--- config.mk ---
export PLATFORM = sky130hd
export DESIGN_NAME = mac_arbiter
export DESIGN_NICKNAME = d
export VERILOG_FILES = /design/src/rtl/mac_arbiter_pkg.sv /design/src/rtl/mac_arbiter_rr_pick2.sv /design/src/rtl/mac_arbiter.sv
export SDC_FILE = /design/constraint.sdc
export NUM_CORES = 1
export LEC_CHECK = 0
export BUFFER_PORTS_ARGS = -buffer_cell sky130_fd_sc_hd__buf_2
export CORE_AREA = 5 5 42 44
export DETAILED_ROUTE_END_ITERATION = 16
export DIE_AREA = 0 0 47 49
export PLACE_DENSITY = 0.71
export SETUP_SLACK_MARGIN = 0.02
export SKIP_CTS_REPAIR_TIMING = 1
export SLEW_MARGIN = 5
export SYNTH_ARGS = -nofsm -noshare
export SYNTH_HDL_FRONTEND = slang
export SYNTH_SLANG_ARGS = --single-unit
export TNS_END_PERCENT = 10
--- constraint.sdc ---
create_clock -name clock -period 1.8 [get_ports clock]
set_input_delay 0.09 -clock clock [delete_from_list [all_inputs] [get_ports clock]]
set_output_delay 0.09 -clock clock [all_outputs]
set_load 0.02 [all_outputs]
--- src/rtl/mac_arbiter_pkg.sv ---
// Shared types and defaults for the two-requester MAC/ROM datapath arbiter.
package mac_arbiter_pkg;

  typedef enum logic [1:0] {
    ST_IDLE = 2'd0,
    ST_G0   = 2'd1,
    ST_G1   = 2'd2,
    ST_GAP  = 2'd3
  } arb_state_e;

  localparam int unsigned REQ_0 = 0;
  localparam int unsigned REQ_1 = 1;

  localparam int unsigned DEFAULT_ADDR_W    = 6;
  localparam int unsigned DEFAULT_BURST_LEN = 64;

endpackage

--- src/rtl/mac_arbiter_rr_pick2.sv ---
// Combinational 2-way round-robin pick: on a tie the requester that was not
// served last wins. Result is one-hot, or zero when nobody requests.
module rr_pick2
  import mac_arbiter_pkg::*;
(
  input  logic [1:0] req,
  input  logic       last_served,
  output logic [1:0] pick
);

  always_comb begin
    pick = 2'b00;
    case (req)
      2'b01:   pick = 2'b01;
      2'b10:   pick = 2'b10;
      2'b11:   pick = last_served ? 2'b01 : 2'b10;
      default: pick = 2'b00;
    endcase
  end

endmodule

--- src/rtl/mac_arbiter.sv ---
// Round-robin owner of the shared MAC + coefficient ROM for two transform controllers.
// Define MAC_ARB_WATCHDOG_EN to add the burst-length watchdog driving overrun.
module mac_arbiter
  import mac_arbiter_pkg::*;
#(
  parameter int unsigned ADDR_W    = DEFAULT_ADDR_W,
  parameter int unsigned BURST_LEN = DEFAULT_BURST_LEN
) (
  input  logic                  clock,
  input  logic                  reset,
  input  logic [1:0]            req,
  input  logic [1:0]            done,
  input  logic [1:0]            rd_en_i,
  input  logic [1:0]            act_i,
  input  logic [1:0]            rst_i,
  input  logic [2*ADDR_W-1:0]   addr_i,
  output logic [1:0]            gnt,
  output logic                  busy,
  output logic                  read_enable,
  output logic                  active_MAC,
  output logic                  reset_MAC,
  output logic [ADDR_W-1:0]     address,
  output logic                  overrun
);

  arb_state_e  state_q, state_d;
  logic [1:0]  gnt_q, gnt_d;
  logic        busy_q, busy_d;
  logic        last_q, last_d;
  logic [1:0]  pick;
  logic        grant_new;
  logic        owner_act;

  rr_pick2 u_pick (
    .req         (req),
    .last_served (last_q),
    .pick        (pick)
  );

  always_comb begin
    state_d = state_q;
    gnt_d   = gnt_q;
    busy_d  = busy_q;
    last_d  = last_q;
    case (state_q)
      ST_IDLE, ST_GAP: begin
        state_d = ST_IDLE;
        gnt_d   = 2'b00;
        busy_d  = 1'b0;
        if (pick[REQ_0]) begin
          state_d = ST_G0;
          gnt_d   = pick;
          busy_d  = 1'b1;
          last_d  = 1'b0;
        end else if (pick[REQ_1]) begin
          state_d = ST_G1;
          gnt_d   = pick;
          busy_d  = 1'b1;
          last_d  = 1'b1;
        end
      end
      // Dropping req is treated exactly like done: the owner gives up the datapath.
      ST_G0: begin
        if (done[REQ_0] || !req[REQ_0]) begin
          state_d = ST_GAP;
          gnt_d   = 2'b00;
          busy_d  = 1'b0;
        end
      end
      ST_G1: begin
        if (done[REQ_1] || !req[REQ_1]) begin
          state_d = ST_GAP;
          gnt_d   = 2'b00;
          busy_d  = 1'b0;
        end
      end
      default: begin
        state_d = ST_IDLE;
        gnt_d   = 2'b00;
        busy_d  = 1'b0;
      end
    endcase
  end

  always_ff @(posedge clock or negedge reset) begin
    if (!reset) begin
      state_q <= ST_IDLE;
      gnt_q   <= 2'b00;
      busy_q  <= 1'b0;
      last_q  <= 1'b1;
    end else begin
      state_q <= state_d;
      gnt_q   <= gnt_d;
      busy_q  <= busy_d;
      last_q  <= last_d;
    end
  end

  assign gnt       = gnt_q;
  assign busy      = busy_q;
  assign grant_new = busy_d & ~busy_q;
  assign owner_act = |(act_i & gnt_q);

  // Zero-latency passthrough selected by the registered grant.
  always_comb begin
    read_enable = 1'b0;
    active_MAC  = 1'b0;
    reset_MAC   = 1'b0;
    address     = '0;
    if (gnt_q[REQ_0]) begin
      read_enable = rd_en_i[REQ_0];
      active_MAC  = act_i[REQ_0];
      reset_MAC   = rst_i[REQ_0];
      address     = addr_i[REQ_0*ADDR_W +: ADDR_W];
    end else if (gnt_q[REQ_1]) begin
      read_enable = rd_en_i[REQ_1];
      active_MAC  = act_i[REQ_1];
      reset_MAC   = rst_i[REQ_1];
      address     = addr_i[REQ_1*ADDR_W +: ADDR_W];
    end
  end

`ifdef MAC_ARB_WATCHDOG_EN
  localparam int unsigned CNT_W = $clog2(BURST_LEN + 2);
  localparam logic [CNT_W-1:0] CNT_SAT = CNT_W'(BURST_LEN + 1);

  logic [CNT_W-1:0] cnt_q, cnt_d;
  logic             overrun_q, overrun_d;

  // Count granted act pulses, saturating one past the legal burst length.
  always_comb begin
    cnt_d = cnt_q;
    if (grant_new) begin
      cnt_d = '0;
    end else if (owner_act && (cnt_q != CNT_SAT)) begin
      cnt_d = cnt_q + 1'b1;
    end
    overrun_d = overrun_q | (cnt_d == CNT_SAT);
  end

  always_ff @(posedge clock or negedge reset) begin
    if (!reset) begin
      cnt_q     <= '0;
      overrun_q <= 1'b0;
    end else begin
      cnt_q     <= cnt_d;
      overrun_q <= overrun_d;
    end
  end

  assign overrun = overrun_q;
`else
  assign overrun = 1'b0;
`endif

endmodule

After elaboration in Yosys (flattened, before gate mapping):

Cells that the tools add are included.

* register bits after elaboration: 6
* bits of input ports: 24
* output and inout bits: 13
* logic and storage cells: 47

* equal/unequal tests: 8
* muxes and demuxes: 26
* reductions and logical operators: 9

Operators with widths (number)
* 2-bit one-hot mux with 3 select lines: 3
* 2-bit 2-to-1 mux: 8
* 1-bit 2-to-1 mux: 12
* 6-bit 2-to-1 mux: 2
* 2-bit == test, second input constant: 4
* 2-bit by 1-bit == test with 1-bit output, second input constant: 2
* 2-bit inequality test, second input constant: 2
* 2-bit AND reduction: 2
* 1-bit one-hot mux with 3 select lines: 1
* 1-bit zero test: 2
* 2-bit zero test: 1
* 1-bit logical OR: 2
* 2-bit nonzero test: 1
* 2-bit OR reduction: 1

Depth between registers and ports, before layout:

* depth in word-level cells: 5
* gate-level depth with buffers: 5
* depth with buffers taken out: 5

Modules after synthesis:

From an unflattened synthesis, not the netlist that was laid out.

* cells, all modules: 46
* area, all modules: 460.4 um2

By module, submodules not included
* mac_arbiter: times used 1, cells each 43, area an instance 441.7 um2, sequential area each 151.4 um2
* rr_pick2: times used 1, cells each 3, area an instance 18.8 um2, sequential area each 0.0 um2

Worst setup path before layout:

OpenSTA, ideal clock, no wires.

* path type: register to output
* start point: register gnt_q[0] (netlist: gnt[0])
* end point: output address[4]
* arrival: 1190 ps
* data required time: 1710 ps
* setup slack: 520 ps
* cell stages (with the launch flop): 3
* path buffers: 1
* cell sequence: dfrtp_1 clkbuf_1 o21ai_0

* cells in the longest elaborated chain, start to end: 1

RTL lines
* from (decl): RTL line mac_arbiter.sv:27 `logic [1:0] gnt_q, gnt_d;`
* from (signal assigned): RTL line mac_arbiter.sv:93 `gnt_q <= gnt_d;`
* 6-bit 2-to-1 mux: RTL line mac_arbiter.sv:110 `if (gnt_q[REQ_0]) begin`
* to (decl): RTL line mac_arbiter.sv:22 `output logic [ADDR_W-1:0] address,`

Every way passes these cells.

Worst setup path after layout:

* start point: register gnt_q[0] (netlist: gnt[0])
* end point: output address[0]

The elaborated chain is that of the path after synthesis.

==> reports/qor.yml <==
setup_viol: 0
ys_ff_latch: 6
seq_area_frac_synth_pct: 33.9
root_buffer: "clkbuf_4"
cp_max_fo: 13
io_pins: 37
cp.buffers_inverters: 1
synth_nets: 72
numCtsBuffers: 3
async_reset_ff_share_pct: 100
wl_per_cell_um: 11.6
cts.reportedPaths.clkPinSlew_ns: 0.05
chipWidth_um: 47
rsz0062_at_grt: "no"
peakVddDrop_uv: 801
p_per_area_mw_per_mm2: 1590
hold_viol: 0
rr_startpoint: "state_q[0]"
hold_path_startpoint: "req[0]"
fin_crit_sh_pct: 83.5
drv_slew: 0
synth_area_um2: 447
die_area_mm2: 0.00230
synth_edf_count: 0
grt_first_pass_wirelength_um: 1640
max_freq_mhz: 666
yosysMostFrequentCell: "a22o_1"
die_h_um: 49
cp-start-kind: "flop"
skew_ns: 0.00263
arrival_ns: 1.41
diodes: 0
max_stage_delay_ns: 0.51
area_growth_pct: 49.0
synthFlopType: "dfrtp_1"
cts_tree: "done"
fin_crit_ns: 1.50
netlist_instances: 46
cts_sinks: 6
synth_top_area_cell: "dfrtp_1"
ys_warn_count: 0
synth_top_area_share_pct: 28.0
core-area_mm2: 0.00140
cap_violations: 0
groute.usage.overall_pct: 9.57
postRouteWirelength_um: 1150
place_congestion: 0.714
fillers: 137
grt_max_degree: 14
htreeDepth: 1
path_cells: "nor2b_2 -> a22o_1 -> buf_2"
vias: 474
critPathCaptureType: "output pin"
drc_errors: 0
status: "finished clean"
drtIter0Drc: 0
clock_latency_ns: 0.25
antenna_found_initial: 0
synthTopCellsByCount: "a22o_1 (8), dfrtp_1 (5), inv_1 (4), nand2_1 (4)"
postRouteAntennaNets: 0
critPathRequiredTime_ns: 1.71
p_leak_uw: 0.000373
ys_types: 21
final_layout_size_suffix_gt1_share_pct: 54.2
netlist_top_cells_area: "dfrtp_1 (28%), a22o_1 (16%), mux2_4 (10%), dfstp_2 (5.9%), ha_1 (5.6%)"
whs_ns: 0.0706
grt_pass1_vias: 397
avgSynthCellArea_um2: 9.71
cp-startpoint: "gnt[0]"
critPathKind: "flop to output pin"
fin_tns_setup_ns: 0
cts_max_path_buffers: 2
path_delay_family: "flip-flops"
initial_core_util_pct: 31.9
row_count: 14
slowest_stage: "dfrtp_1"
dpl.hpwl_um: 928
numPortBuffers: 35
grt.overflow.total: 0
dr.pass1.iters: 1
holdCritPathClass: "input pin to flop"
nNetsFinal: 110
via_per_inst: 4.79
## flip-flops by register name, summed over array words and instances (netlist names)
signal,count
busy,1
state_q,2
gnt,2
last_q,1
## per-stage QoR
step	instance area (um^2)	setup slack (ns)	std cells	power, uW	util, %
2_1_floorplan	447	0.520	46	745	-
3_3_place_gp	627	0.442	94	912	44.7
3_5_place_dp	627	0.402	94	918	44.7
4_1_cts	653	0.135	98	1060	46.6
5_1_grt	666	0.171	99	1150	47.5
6_report	666	0.298	99	1060	47.5
## where the power goes
group	internal [uW]	switching, uW	leakage, uW
registers	210	68.8	0.0000704
clock network	84.5	55.9	0.0000150
logic	292	349	0.000287
total	586	474	0.000373
## cell type report
| class | count | area [um^2] | area share, % |
|---|---|---|---|
| sequential | 6 | 151 | 22.7 |
| multi-input combinational | 33 | 268 | 40.2 |
| tap | 16 | 20.0 | 3.01 |
| clock buffer | 4 | 26.3 | 3.95 |
| inverter | 4 | 15.0 | 2.26 |
| timing repair buffer | 36 | 185 | 27.8 |
## final timing paths
path | endpoint | slack (ns) | cells past startpoint
max | address[0] | 0.30 | 3
min | last_q | 0.07 | 2
max reg2reg | state_q[0] | 0.44 | 5
min reg2reg | last_q | 0.53 | 2
max in group asynchronous | last_q | 1.39 | 2
min in group asynchronous | state_q[1] | 0.19 | 2
## per-layer routing
metal | global-route usage, % | up-vias | wire (um)
li1 | - | 238 | -
met1 | 11.9 | 203 | 450
met2 | 14.3 | 33 | 470
met3 | 2.58 | 0 | 227
met4 | 5.53 | 0 | 0
met5 | 0 | - | 0
## cells by family after synthesis
group,synth area share (%)
AO/OA/AOI/OAI,26.9
adder cells (fa/ha/maj),5.60
buffers and inverters,6.72
flip-flops,33.9
multiplexers,14.6
other,0.840
AND/OR/NAND/NOR,11.5
## cell usage in the layout (no fill, tap or decap)
master,count
buf_2,35
a22o_1,8
dfrtp_1,5
inv_1,4
nand2_1,4
o21ai_0,3
mux2_4,3
clkbuf_4,3
mux2i_1,2
ha_1,2
nor2b_2,1
and3_1,1
nand2_2,1
nand3b_1,1
o21ai_4,1
nor2b_1,1
nor2_1,1
a21oi_1,1
a31oi_1,1
a21boi_0,1
conb_1,1
clkbuf_1,1
dlygate4sd3_1,1
dfstp_2,1
Note: power is estimated with default switching activity, not from simulation.
